File: src/rtl/nabp_image_ram_writer_pkg.sv
// Shared types and default sizes for the NABP image RAM writer.
package nabp_image_writer_pkg;

   localparam int unsigned DEF_ADDR_LEN   = 16;  // kImageAddressLength
   localparam int unsigned DEF_DATA_LEN   = 8;   // kCacheDataLength
   localparam int unsigned DEF_FIFO_DEPTH = 4;

   typedef enum logic [1:0] {
      IDLE  = 2'd0,
      RUN   = 2'd1,
      DRAIN = 2'd2,
      DONE  = 2'd3
   } writer_state_e;

   // One buffered pixel at the default widths.
   typedef struct packed {
      logic [DEF_ADDR_LEN-1:0] addr;
      logic [DEF_DATA_LEN-1:0] data;
   } fifo_entry_t;

endpackage

File: src/rtl/nabp_image_ram_writer_if.sv
// Pixel stream, RAM write port and host status of the image RAM writer.
interface nabp_image_ram_writer_if
   import nabp_image_writer_pkg::*;
#(
   parameter int unsigned ADDR_LEN = DEF_ADDR_LEN,
   parameter int unsigned DATA_LEN = DEF_DATA_LEN
);
   logic                pe_kick;
   logic                pe_done;
   logic                pe_addr_valid;
   logic [ADDR_LEN-1:0] pe_addr;
   logic [DATA_LEN-1:0] pe_val;
   logic                pe_enable;
   logic                mem_wr_en;
   logic [ADDR_LEN-1:0] mem_wr_addr;
   logic [DATA_LEN-1:0] mem_wr_data;
   logic                mem_wr_ready;
   logic                hs_busy;
   logic                hs_done;
   logic [ADDR_LEN:0]   hs_count;
   logic                hs_error;

   // Environment side: NABP producer, RAM and host.
   modport master (
      output pe_kick, pe_done, pe_addr_valid, pe_addr, pe_val, mem_wr_ready,
      input  pe_enable, mem_wr_en, mem_wr_addr, mem_wr_data,
             hs_busy, hs_done, hs_count, hs_error
   );

   // Writer side.
   modport slave (
      input  pe_kick, pe_done, pe_addr_valid, pe_addr, pe_val, mem_wr_ready,
      output pe_enable, mem_wr_en, mem_wr_addr, mem_wr_data,
             hs_busy, hs_done, hs_count, hs_error
   );
endinterface

File: src/rtl/nabp_image_ram_writer_fifo.sv
// Small synchronous FIFO; occupancy counter distinguishes full from empty.
module nabp_sync_fifo #(
   parameter int unsigned WIDTH = 24,
   parameter int unsigned DEPTH = 4   // power of two, at least 2
) (
   input  logic                   clk,
   input  logic                   reset,
   input  logic                   push,
   input  logic                   pop,
   input  logic [WIDTH-1:0]       wdata,
   output logic [WIDTH-1:0]       rdata,
   output logic                   full,
   output logic                   empty,
   output logic [$clog2(DEPTH):0] count
);
   localparam int unsigned PW = $clog2(DEPTH);
   localparam int unsigned CW = PW + 1;

   logic [WIDTH-1:0] mem_q [DEPTH];
   logic [PW-1:0]    wr_ptr_q, wr_ptr_d;
   logic [PW-1:0]    rd_ptr_q, rd_ptr_d;
   logic [CW-1:0]    count_q, count_d;
   logic             do_push, do_pop;

   assign full    = (count_q == CW'(DEPTH));
   assign empty   = (count_q == CW'(0));
   assign count   = count_q;
   assign rdata   = mem_q[rd_ptr_q];
   assign do_push = push && !full;
   assign do_pop  = pop && !empty;

   // Next pointer and occupancy; pointers wrap naturally at DEPTH.
   always_comb begin
      // NOTE: defaults first so every path assigns every output, no latch.
      wr_ptr_d = wr_ptr_q;
      rd_ptr_d = rd_ptr_q;
      count_d  = count_q;
      if (do_push) wr_ptr_d = wr_ptr_q + 1'b1;
      if (do_pop)  rd_ptr_d = rd_ptr_q + 1'b1;
      case ({do_push, do_pop})
         2'b10:   count_d = count_q + 1'b1;
         2'b01:   count_d = count_q - 1'b1;
         default: count_d = count_q;
      endcase
   end

   // Pointer and occupancy registers.
   always_ff @(posedge clk or posedge reset) begin
      // NOTE: non-blocking updates so all flops sample the same pre-edge values.
      if (reset) begin
         wr_ptr_q <= '0;
         rd_ptr_q <= '0;
         count_q  <= '0;
      end else begin
         wr_ptr_q <= wr_ptr_d;
         rd_ptr_q <= rd_ptr_d;
         count_q  <= count_d;
      end
   end

   // Entry storage.
   // NOTE: storage is not reset; an empty FIFO makes its contents irrelevant.
   always_ff @(posedge clk) begin
      if (do_push) mem_q[wr_ptr_q] <= wdata;
   end

endmodule

File: src/rtl/nabp_image_ram_writer.sv
// Buffers the NABP reconstructed-pixel stream and writes it to the image RAM.
module nabp_image_ram_writer
   import nabp_image_writer_pkg::*;
#(
   parameter int unsigned ADDR_LEN   = DEF_ADDR_LEN,
   parameter int unsigned DATA_LEN   = DEF_DATA_LEN,
   parameter int unsigned FIFO_DEPTH = DEF_FIFO_DEPTH
) (
   input logic                   clk,
   input logic                   reset,
   nabp_image_ram_writer_if.slave bus
);
   localparam int unsigned CW = $clog2(FIFO_DEPTH) + 1;

   typedef struct packed {
      logic [ADDR_LEN-1:0] addr;
      logic [DATA_LEN-1:0] data;
   } entry_t;

   writer_state_e     state_q, state_d;
   logic [ADDR_LEN:0] count_q, count_d;
   logic              error_q, error_d;

   entry_t            push_entry, head;
   logic [CW-1:0]     fifo_count;
   logic              fifo_full, fifo_empty;
   logic              pe_enable, accept, pop, empty_next;

   // Enable is a function of registered state only.
   assign pe_enable  = (state_q == RUN) && !fifo_full;
   assign accept     = bus.pe_addr_valid && pe_enable;
   assign pop        = !fifo_empty && bus.mem_wr_ready;
   assign push_entry = '{addr: bus.pe_addr, data: bus.pe_val};
   // FIFO will hold nothing after this edge.
   assign empty_next = !accept && ((fifo_count == CW'(0)) ||
                                   ((fifo_count == CW'(1)) && pop));

   nabp_sync_fifo #(
      .WIDTH (ADDR_LEN + DATA_LEN),
      .DEPTH (FIFO_DEPTH)
   ) u_fifo (
      .clk   (clk),
      .reset (reset),
      .push  (accept),
      .pop   (pop),
      .wdata (push_entry),
      .rdata (head),
      .full  (fifo_full),
      .empty (fifo_empty),
      .count (fifo_count)
   );

   // Frame FSM, beat counter and sticky protocol-error flag.
   always_comb begin
      state_d = state_q;
      count_d = count_q;
      error_d = error_q;
      if (bus.pe_addr_valid && !pe_enable && state_q != RUN) error_d = 1'b1;
      if (bus.pe_kick && state_q != IDLE)                    error_d = 1'b1;
      if (bus.pe_done && state_q != RUN)                     error_d = 1'b1;
      if (accept && count_q != '1) count_d = count_q + 1'b1;
      unique case (state_q)
         IDLE: begin
            if (bus.pe_kick) begin
               state_d = RUN;
               count_d = '0;
            end
         end
         // An already-drained FIFO skips DRAIN so hs_done follows pe_done by one cycle.
         RUN:     if (bus.pe_done) state_d = empty_next ? DONE : DRAIN;
         DRAIN:   if (empty_next)  state_d = DONE;
         DONE:    state_d = IDLE;
         default: state_d = IDLE;
      endcase
   end

   // Control registers.
   always_ff @(posedge clk or posedge reset) begin
      if (reset) begin
         state_q <= IDLE;
         count_q <= '0;
         error_q <= 1'b0;
      end else begin
         state_q <= state_d;
         count_q <= count_d;
         error_q <= error_d;
      end
   end

   assign bus.pe_enable   = pe_enable;
   assign bus.mem_wr_en   = !fifo_empty;
   assign bus.mem_wr_addr = fifo_empty ? '0 : head.addr;
   assign bus.mem_wr_data = fifo_empty ? '0 : head.data;
   assign bus.hs_busy     = (state_q != IDLE);
   assign bus.hs_done     = (state_q == DONE);
   assign bus.hs_count    = count_q;
   assign bus.hs_error    = error_q;

endmodule

File: src/flat_wrapper.sv
// flat-port wrapper written by rule: the top's interface ports become plain ports
module nabp_image_ram_writer_flat import nabp_image_writer_pkg::*;
#(
   parameter int unsigned ADDR_LEN   = DEF_ADDR_LEN,
   parameter int unsigned DATA_LEN   = DEF_DATA_LEN,
   parameter int unsigned FIFO_DEPTH = DEF_FIFO_DEPTH
)
  (clk, reset, bus_pe_kick, bus_pe_done, bus_pe_addr_valid, bus_pe_addr, bus_pe_val, bus_mem_wr_ready, bus_pe_enable, bus_mem_wr_en, bus_mem_wr_addr, bus_mem_wr_data, bus_hs_busy, bus_hs_done, bus_hs_count, bus_hs_error);
  nabp_image_ram_writer_if #(.ADDR_LEN(ADDR_LEN), .DATA_LEN(DATA_LEN)) bus_i ();
  input logic clk;
  input logic reset;
  input wire logic [$bits(bus_i.pe_kick)-1:0] bus_pe_kick;
  input wire logic [$bits(bus_i.pe_done)-1:0] bus_pe_done;
  input wire logic [$bits(bus_i.pe_addr_valid)-1:0] bus_pe_addr_valid;
  input wire logic [$bits(bus_i.pe_addr)-1:0] bus_pe_addr;
  input wire logic [$bits(bus_i.pe_val)-1:0] bus_pe_val;
  input wire logic [$bits(bus_i.mem_wr_ready)-1:0] bus_mem_wr_ready;
  output wire logic [$bits(bus_i.pe_enable)-1:0] bus_pe_enable;
  output wire logic [$bits(bus_i.mem_wr_en)-1:0] bus_mem_wr_en;
  output wire logic [$bits(bus_i.mem_wr_addr)-1:0] bus_mem_wr_addr;
  output wire logic [$bits(bus_i.mem_wr_data)-1:0] bus_mem_wr_data;
  output wire logic [$bits(bus_i.hs_busy)-1:0] bus_hs_busy;
  output wire logic [$bits(bus_i.hs_done)-1:0] bus_hs_done;
  output wire logic [$bits(bus_i.hs_count)-1:0] bus_hs_count;
  output wire logic [$bits(bus_i.hs_error)-1:0] bus_hs_error;
  assign bus_i.pe_kick = bus_pe_kick;
  assign bus_i.pe_done = bus_pe_done;
  assign bus_i.pe_addr_valid = bus_pe_addr_valid;
  assign bus_i.pe_addr = bus_pe_addr;
  assign bus_i.pe_val = bus_pe_val;
  assign bus_i.mem_wr_ready = bus_mem_wr_ready;
  assign bus_pe_enable = bus_i.pe_enable;
  assign bus_mem_wr_en = bus_i.mem_wr_en;
  assign bus_mem_wr_addr = bus_i.mem_wr_addr;
  assign bus_mem_wr_data = bus_i.mem_wr_data;
  assign bus_hs_busy = bus_i.hs_busy;
  assign bus_hs_done = bus_i.hs_done;
  assign bus_hs_count = bus_i.hs_count;
  assign bus_hs_error = bus_i.hs_error;
  nabp_image_ram_writer #(.ADDR_LEN(ADDR_LEN), .DATA_LEN(DATA_LEN), .FIFO_DEPTH(FIFO_DEPTH)) u_core (.clk(clk), .reset(reset), .bus(bus_i));
endmodule
File: config.mk
export PLATFORM = sky130hd
export DESIGN_NAME = nabp_image_ram_writer_flat
export DESIGN_NICKNAME = d
export VERILOG_FILES = /design/src/rtl/nabp_image_ram_writer_pkg.sv /design/src/rtl/nabp_image_ram_writer_if.sv /design/src/rtl/nabp_image_ram_writer_fifo.sv /design/src/rtl/nabp_image_ram_writer.sv /design/src/flat_wrapper.sv
export SDC_FILE = /design/constraint.sdc
export NUM_CORES = 1
export LEC_CHECK = 0
export BUFFER_PORTS_ARGS = -buffer_cell sky130_fd_sc_hd__buf_2
export CORE_MARGIN = 2
export CORE_UTILIZATION = 44
export DETAILED_ROUTE_END_ITERATION = 10
export GPL_ROUTABILITY_DRIVEN = 0
export SYNTH_ARGS = -nofsm -noshare
export SYNTH_HDL_FRONTEND = slang
export SYNTH_SLANG_ARGS = --single-unit
File: constraint.sdc
create_clock -name clk -period 3.4 [get_ports clk]
set_clock_uncertainty 0.1 [all_clocks]
set_input_delay 0.51 -clock clk [delete_from_list [all_inputs] [get_ports clk]]
set_output_delay 0.51 -clock clk [all_outputs]
set_load 0.03 [all_outputs]
# After elaboration in Yosys (flattened, before gate mapping)
# Memories as Yosys holds them, arrays and structs flattened.
# Index checks and enable logic that the tools add are counted.
# word_totals
n_memories	1
elab_cells	63
inputBits	30
reg_bits	27
output_inout_bits	46
mem_bits_rw	96
# mem_list
memory	depth	width	rd	rd_ports_with_merged_regs	wr	line_no	text
u_core.u_fifo.mem_q	4	24	1	0	1	nabp_image_ram_writer_fifo.sv:19	logic [WIDTH-1:0] mem_q [DEPTH];
# op_classes
n_addsub	5
eq_ne	12
reduce_logical	23
n_mux	16
# ops
op	count
2-to-1 mux 17 bit	3
adder 17 x 1 -> 17 bit (second input constant)	1
inequality test 17 bit (second input constant)	1
2-to-1 mux 16 bit	1
logical AND 1 bit	12
2-to-1 mux 8 bit	1
case mux 2 bit (4 select lines)	1
equality test 2 bit (second input constant)	3
2-to-1 mux 1 bit	6
2-to-1 mux 2 bit	3
case mux 3 bit (2 select lines)	1
adder 2 x 1 -> 2 bit (second input constant)	2
equality test 2 x 1 -> 1 bit (second input constant)	2
zero test 1 bit	4
inequality test 2 x 1 -> 1 bit (second input constant)	2
inequality test 2 bit (second input constant)	2
nonzero test 2 bit	2
adder 3 x 1 -> 3 bit (second input constant)	1
equality test 3 x 1 -> 1 bit (second input constant)	1
equality test 3 bit (second input constant)	1
zero test 3 bit	1
AND reduction 3 bit	1
nonzero test 3 bit	1
subtractor 3 x 1 -> 3 bit (second input constant)	1
2 further kinds	2

# Depth between registers and ports, before layout
# Gate-level depths: netlist of run 1.
# logic_depth
word_depth	9
mapped_depth	9

# Cells and area by module
# A second synthesis of run 1 with hierarchy kept.
# unflattened
cells_unflattened	314
hier_area_um2	5242.5
# by_module_without_submodules
module	area_per_inst_um2	cells_each	instances
nabp_sync_fifo	3937.5	164	1
nabp_image_ram_writer	1305.0	150	1

# Worst setup path before layout of run 1
# No wires, ideal clock.
# synth_path
kind	flip-flop to flip-flop
start	register u_core.count_q[0] (netlist: u_core.bus.hs_count[0])
end	register u_core.count_q[14] (netlist: u_core.bus.hs_count[14])
required_time_ns	3.222
t_arrival_ns	2.265
slack_ns	0.957
path_stages_with_launch	8
synth_period_minus_slack_ns	2.443
cell_sequence	dfrtp_1 > ha_1 > nand3_1 > nor3_1 > ha_1 > or4_4 > or4_1 > a21oi_1
# synth_between
elab_chain_cells	5
elab_cells_between_ends	6
cone_classes	add/sub: 1; eq/ne: 1; mux: 3; reduce/logical: 1
# synth_rtl
item	line_no	text
from (decl)	nabp_image_ram_writer.sv:21	logic [ADDR_LEN:0] count_q, count_d;
from (signal assigned)	nabp_image_ram_writer.sv:85	count_q <= count_d;
branches (longest 2 deep; another with adder 17 x 1 -> 17 bit)	--	
2-to-1 mux 17 bit (*)	nabp_image_ram_writer.sv:61	if (accept && count_q != '1) count_d = count_q + 1'b1;
2-to-1 mux 17 bit	nabp_image_ram_writer.sv:64	if (bus.pe_kick) begin
2-to-1 mux 17 bit (*)	nabp_image_ram_writer.sv:62	unique case (state_q)
via u_core.count_d[14]	nabp_image_ram_writer.sv:21	
# Mark *: on every way through the listed nets, which the timed path passes.
# A chain may end at the register's enable or synchronous reset.

# Final worst setup path of run 1
# layout_path
start	register u_core.u_fifo.rd_ptr_q[0]
end	output bus_mem_wr_addr[8]
# layout_between
elab_chain_cells	2
# layout_rtl
item	line_no	text
from (decl)	nabp_image_ram_writer_fifo.sv:21	logic [PW-1:0] rd_ptr_q, rd_ptr_d;
from (signal assigned)	nabp_image_ram_writer_fifo.sv:56	rd_ptr_q <= rd_ptr_d;
memory read (4 x 24 bit)	--	
2-to-1 mux 16 bit	nabp_image_ram_writer.sv:92	assign bus.mem_wr_addr = fifo_empty ? '0 : head.addr;
to (decl)	flat_wrapper.sv:20	output wire logic [$bits(bus_i.mem_wr_addr)-1:0] bus_mem_wr_addr;
# Every way passes these cells.

==> reports/results.tsv, run 1 <==
metric	value	unit
ys_ff_latch	123	
syn2layout_area_growth	20.7	%
syn_area	5220	sq um
required	2.79	ns
max_freq	354	MHz
grt_pass1_wl	15800	um
boundaryPins	76	
viasPerCell	5.23	
drive_gt1_share	33.0	%
power.leakage	2.43	nW
yosysSeqAreaShare	68.2	%
max_cap_viol_count	0	
fp.dieH	113	um
grt_pass1_vias	3031	
synth.distinct_cells	40	
grt_overflow	0	
finalSetupViolCount	0	
hpwl	5980	um
hold_buffers	0	
synth_flop_cell	edfxtp_1	
cts_buffers	17	
slew_viol_final	0	
synth_cells	321	
worstMarginPinSlew	1.05	ns
slew_headroom	29.9	%
fin_crit	2.82	ns
slowest_stage	mux4_2	
synth_nets	366	
ys_warn_count	0	
rsz0062_at_grt	false	
synth_area_per_cell	16.3	sq um
async_flop_share	22.0	%
clockBufferDepth	2	
cts_tree	yes	
cts_sinks	123	
root_buffer	clkbuf_16	
hold_path_class	primary input to flop	
rows	39	
violations	design-rule violations	
status	complete, but fails checks	
endpoint_kind	output pin	
report.final.hold_viol_count	0	
nNetsFinal	456	
vdd_ir_drop_max	0.000363	V
clk_pin_slew	0.05	ns
first_pass_iters	7	
slowest_delay	0.56	ns
num_vias	2968	
die_w	113	um
routed_wl	9760	um
initial_core_util	45.3	%
grt_max_degree	28	
n_antenna_cell	0	
wire_per_inst	17.2	um
core	11500	sq um
synth_edf_count	96	
drt_iter0_drc	137	
arrival	2.21	ns
power_density	857	nW/um^2
dieArea	12700	sq um
cts_resized	0	
finalSetupTns	0	ns
hold_slack	0.216	ns
portBuffers	75	
cts_setup_buffers	0	
h-tree-depth	4	
ant_nets	0	
clock_latency	0.41	ns
worstPathMaxFanout	20	
route.detailed.drc	6	
start_kind	flop	
track_usage	16.4	%
cp_cell_sequence	buf_4 > mux4_2 > and2_1 > buf_2	
min_period_over_period	83.1	%
worstSetupPathType	flop to output pin	
antenna_found_initial	0	
-- final cells by class --
| class | instances | area, sq um |
|---|---|---|
| clock inverter | 12 | 81.3 |
| timing repair buffer | 82 | 428 |
| sequential | 123 | 3560 |
| clock buffer | 20 | 437 |
| fill | 943 | 5220 |
| inverter | 11 | 41.3 |
| multi-input combinational | 176 | 1570 |
| tap | 143 | 179 |
-- sequential cells by signal (all words and copies together), names as in the netlist --
signal	count
u_core.bus.hs_count	17
u_core.bus.hs_error	1
u_core.state_q	2
u_core.u_fifo.count	3
u_core.u_fifo.mem_q	96
u_core.u_fifo.rd_ptr_q	2
u_core.u_fifo.wr_ptr_q	2
-- synthesized netlist by cell type (2+ instances only) --
cell      instances  area share, %
a21oi_1          14            1.3
and2_1           27            3.2
and2_2            2           0.29
and3_1            7           0.84
buf_2             3           0.29
clkbuf_1          6           0.43
dfrtp_1          27             13
edfxtp_1         96             55
ha_1             15            3.6
inv_1            11           0.79
mux4_2           24             10
nand2_1          18            1.3
nand3_1           4           0.38
nand4_1           3           0.36
nor2_1            8           0.58
nor3_1            2           0.19
o21ai_0           8           0.77
o31ai_1           8            1.2
or3_1             4           0.48
or4_1             6           0.86
xnor2_1           7            1.2
xor2_1            3           0.50
-- cell usage in the layout, fill, tap and decap left out, types with 2 or more instances in the layout --
cell,n
or3_1,4
xnor2_1,7
nand2_1,18
ha_1,15
and2_1,27
xor2_1,3
edfxtp_1,96
or4_1,6
clkbuf_1,3
clkinv_1,5
buf_4,7
nand3_1,4
clkinv_2,5
nor2_1,8
o31ai_1,8
mux4_2,24
dfrtp_1,26
and2_2,2
inv_1,11
o21ai_0,8
a21oi_1,14
nand4_1,3
and3_1,7
buf_2,75
nor3_1,2
clkbuf_16,17
-- metrics by stage --
stage                     instances  total power [mW]  area [sq um]  utilization [%]  worst slack, ns
final                           567              5.39          6300             54.7            0.575
after global routing            567              5.69          6300             54.7            0.426
after CTS                       567              5.47          6300             54.7            0.498
after detailed placement        535              3.88          5780             50.2            0.880
after global placement          535              3.85          5780             50.2            0.930
after floorplan                 321              3.38          5220                -            0.957
-- where the power goes --
part	switching, mW	internal [mW]	leakage (nW)	total, mW
sequential	0.119	1.81	1.22	1.93
combinational	1.15	0.743	0.955	1.89
clock	0.592	0.981	0.255	1.57
total	1.86	3.54	2.43	5.39
-- cell families after synthesis --
kind of cell               share of synthesized area [%]
muxes                                               10.8
adders and majority gates                           3.60
and+or+nand+nor                                     10.2
buffers and inverters                               1.68
xor gates and xnor gates                            1.68
DFF                                                 68.2
AOI/OAI and AO/OA                                   3.86
-- path summary, 6_finish.rpt --
check	startpoint	to	slack (ns)	cells past startpoint
worst max-delay path	u_core.u_fifo.rd_ptr_q[0]	bus_mem_wr_addr[8]	0.58	4
worst min-delay path	bus_pe_addr[12]	u_core.u_fifo.mem_q[3][20]	0.22	1
worst max register to register	u_core.bus.hs_count[0]	u_core.bus.hs_count[15]	0.87	8
worst min register to register	u_core.bus.hs_error	u_core.bus.hs_error	0.39	2
max in group asynchronous	reset	u_core.u_fifo.rd_ptr_q[0]	2.23	2
min in group asynchronous	reset	u_core.bus.hs_count[11]	0.25	2
-- routing by layer --
layer | vias to the layer above | global-route usage (%) | share of wire, %
li1 | 1414 | - | -
met1 | 1473 | 20.4 | 43
met2 | 67 | 26.9 | 51
met3 | 14 | 4.77 | 4.0
met4 | 0 | 7.56 | 1.5
met5 | - | 0 | 0
-- worst max-delay path, delay by kind of cell, from the launching register on --
family | cells | cell delay, ns
simple gates | 1 | 0.18
flops | 1 | 0.47
buf+inv | 2 | 0.59
mux | 1 | 0.56
Power figures use the tool's default switching activity.
==> run 2, diff against run 1 <==
Settings changed: PLACE_DENSITY set to 0.67.
Clock period 3.4 ns to 2.3 ns, I/O delays scaled along.
==> run 2 against run 1 <==
Against the previous run:
- the flow still finishes with violations (design-rule violations)
- non-clock buffer count increased by 24
- final area increased by 11%
- total power increased by 72%
- setup slack got worse by 0.57 ns
- sequential power increased by 46%
- global-route usage increased by 0.77 points
- combinational power increased by 110%
- sequential share of layout area decreased by 5.2 points
- first-iteration DRC count increased by 26%
- worst hold slack got worse by 0.16 ns
- clock power increased by 55%
- critical path depth increased by 1
- highest routed layer is now met5
==> reports/results.tsv, run 2 (same netlist as run 1, synthesis figures left out) <==
metric	value	unit
status	complete, but fails checks	
violations	design-rule violations	
power.leakage	2.66	nW
max_cap_viol_count	0	
vdd_ir_drop_max	0.000657	V
n_antenna_cell	0	
largest_reg_flops	96	
grt_pass1_vias	3296	
wire_per_inst	17.7	um
grt_pass1_wl	16800	um
slew_headroom	73.9	%
first_pass_iters	7	
slew_viol_final	0	
worstSetupPathType	flop to output pin	
endpoint_kind	output pin	
post-place-cells	548	
max_freq	435	MHz
clk_pin_slew	0.05	ns
use_met1	21.2	%
report.final.hold_viol_count	0	
power	9.27	mW
grt_overflow	0	
cts_sinks	123	
hold_path_class	primary input to flop	
viasPerCell	5.38	
initial_core_util	45.3	%
fin_area	6960	sq um
clock_latency	0.40	ns
grt_max_degree	28	
fillers	851	
syn2layout_area_growth	33.5	%
hpwl	6250	um
clockBufferDepth	2	
nNetsFinal	480	
placed_area	6000	sq um
place_ws	0.0302	ns
start_kind	flop	
die_w	113	um
num_vias	3165	
core	11500	sq um
arrival	1.85	ns
drt_iter0_drc	172	
ant_nets	0	
route.detailed.drc	6	
rows	39	
instances_no_fill	588	
dieArea	12700	sq um
fin_util	60.5	%
boundaryPins	76	
h-tree-depth	4	
antenna_found_initial	1	
required	1.86	ns
finalSetupViolCount	0	
portBuffers	75	
power_density	1330	nW/um^2
final_common_cell	edfxtp_1	
top_register	u_core.u_fifo.mem_q	
cts_buffers	17	
fp.dieH	113	um
root_buffer	clkbuf_16	
final_cell_mix	edfxtp_1, buf_2, and2_4, mux4_2, buf_6	
finalSetupTns	0	ns
gr-usage-met3	5.25	%
grt-busiest-layer	met2	
track_usage	17.2	%
min_period_over_period	99.9	%
worstPathMaxFanout	6	
worst_slack	0.00161	ns
hold_slack	0.0574	ns
drive_gt1_share	48.1	%
worstMarginPinSlew	0.388	ns
rsz0062_at_grt	true	
fin_crit	2.30	ns
cts_tree	yes	
routed_wl	10400	um
use_met2	29.3	%
==> run 2: changes by cell type in the layout (fill, tap and decap cells not counted), moves of 3 or more <==
cell	delta
a21oi_1	-4
a21oi_2	+4
and2_1	-24
and2_4	+24
buf_12	+8
buf_16	+3
buf_2	-24
buf_4	+12
buf_6	+24
clkinv_2	-4
dfrtp_1	-12
dfrtp_2	+12
ha_1	-3
==> run 2: final timing paths <==
| check | from | end | slack [ns] | cells past startpoint |
|---|---|---|---|---|
| hold reg to reg | u_core.bus.hs_error | u_core.bus.hs_error | 0.41 | 2 |
| setup reg to reg | u_core.bus.hs_count[5] | u_core.bus.hs_count[15] | 0.06 | 8 |
| hold / removal | bus_pe_val[0] | u_core.u_fifo.mem_q[2][0] | 0.06 | 1 |
| max in group asynchronous | reset | u_core.u_fifo.rd_ptr_q[0] | 1.36 | 4 |
| min in group asynchronous | reset | u_core.bus.hs_count[13] | 0.46 | 4 |
| setup / recovery | u_core.u_fifo.rd_ptr_q[0] | bus_mem_wr_addr[1] | 0.002 | 5 |
==> run 2: power breakdown <==
part	total (mW)	internal (mW)	switching, mW
combinational	4.01	2.05	1.96
sequential	2.82	2.68	0.140
clock	2.43	1.56	0.876
total	9.27	6.29	2.98
==> run 2: what timing repair did <==
item	in CTS	in global routing
hold endpoints to repair	27	0
setup buffers	3	4
pin swaps	24	3
hold buffers	1	0
gates resized for setup	77	11
cloned	3	0
setup endpoints to repair	27	33
==> run 2: routing by layer <==
layer  routed length [um]  vias to the layer above
met2                 5340                       77
met4                   98                        2
met1                 4470                     1606
met3                  498                       11
li1                     -                     1469
met5                   13                        -
==> run 2: final cells by class <==
type	count	area (sq um)	area share, %
timing repair buffer	106	921	13.2
tap	143	179	2.57
clock inverter	10	104	1.49
inverter	11	41.3	0.593
clock buffer	19	433	6.22
multi-input combinational	176	1710	24.6
sequential	123	3570	51.3
==> run 2: worst max-delay path, stage by stage (launching register included) <==
cell     delay (ns)
dfrtp_2        0.40
buf_12         0.14
buf_16         0.13
mux4_2         0.49
and2_4         0.15
buf_6          0.13
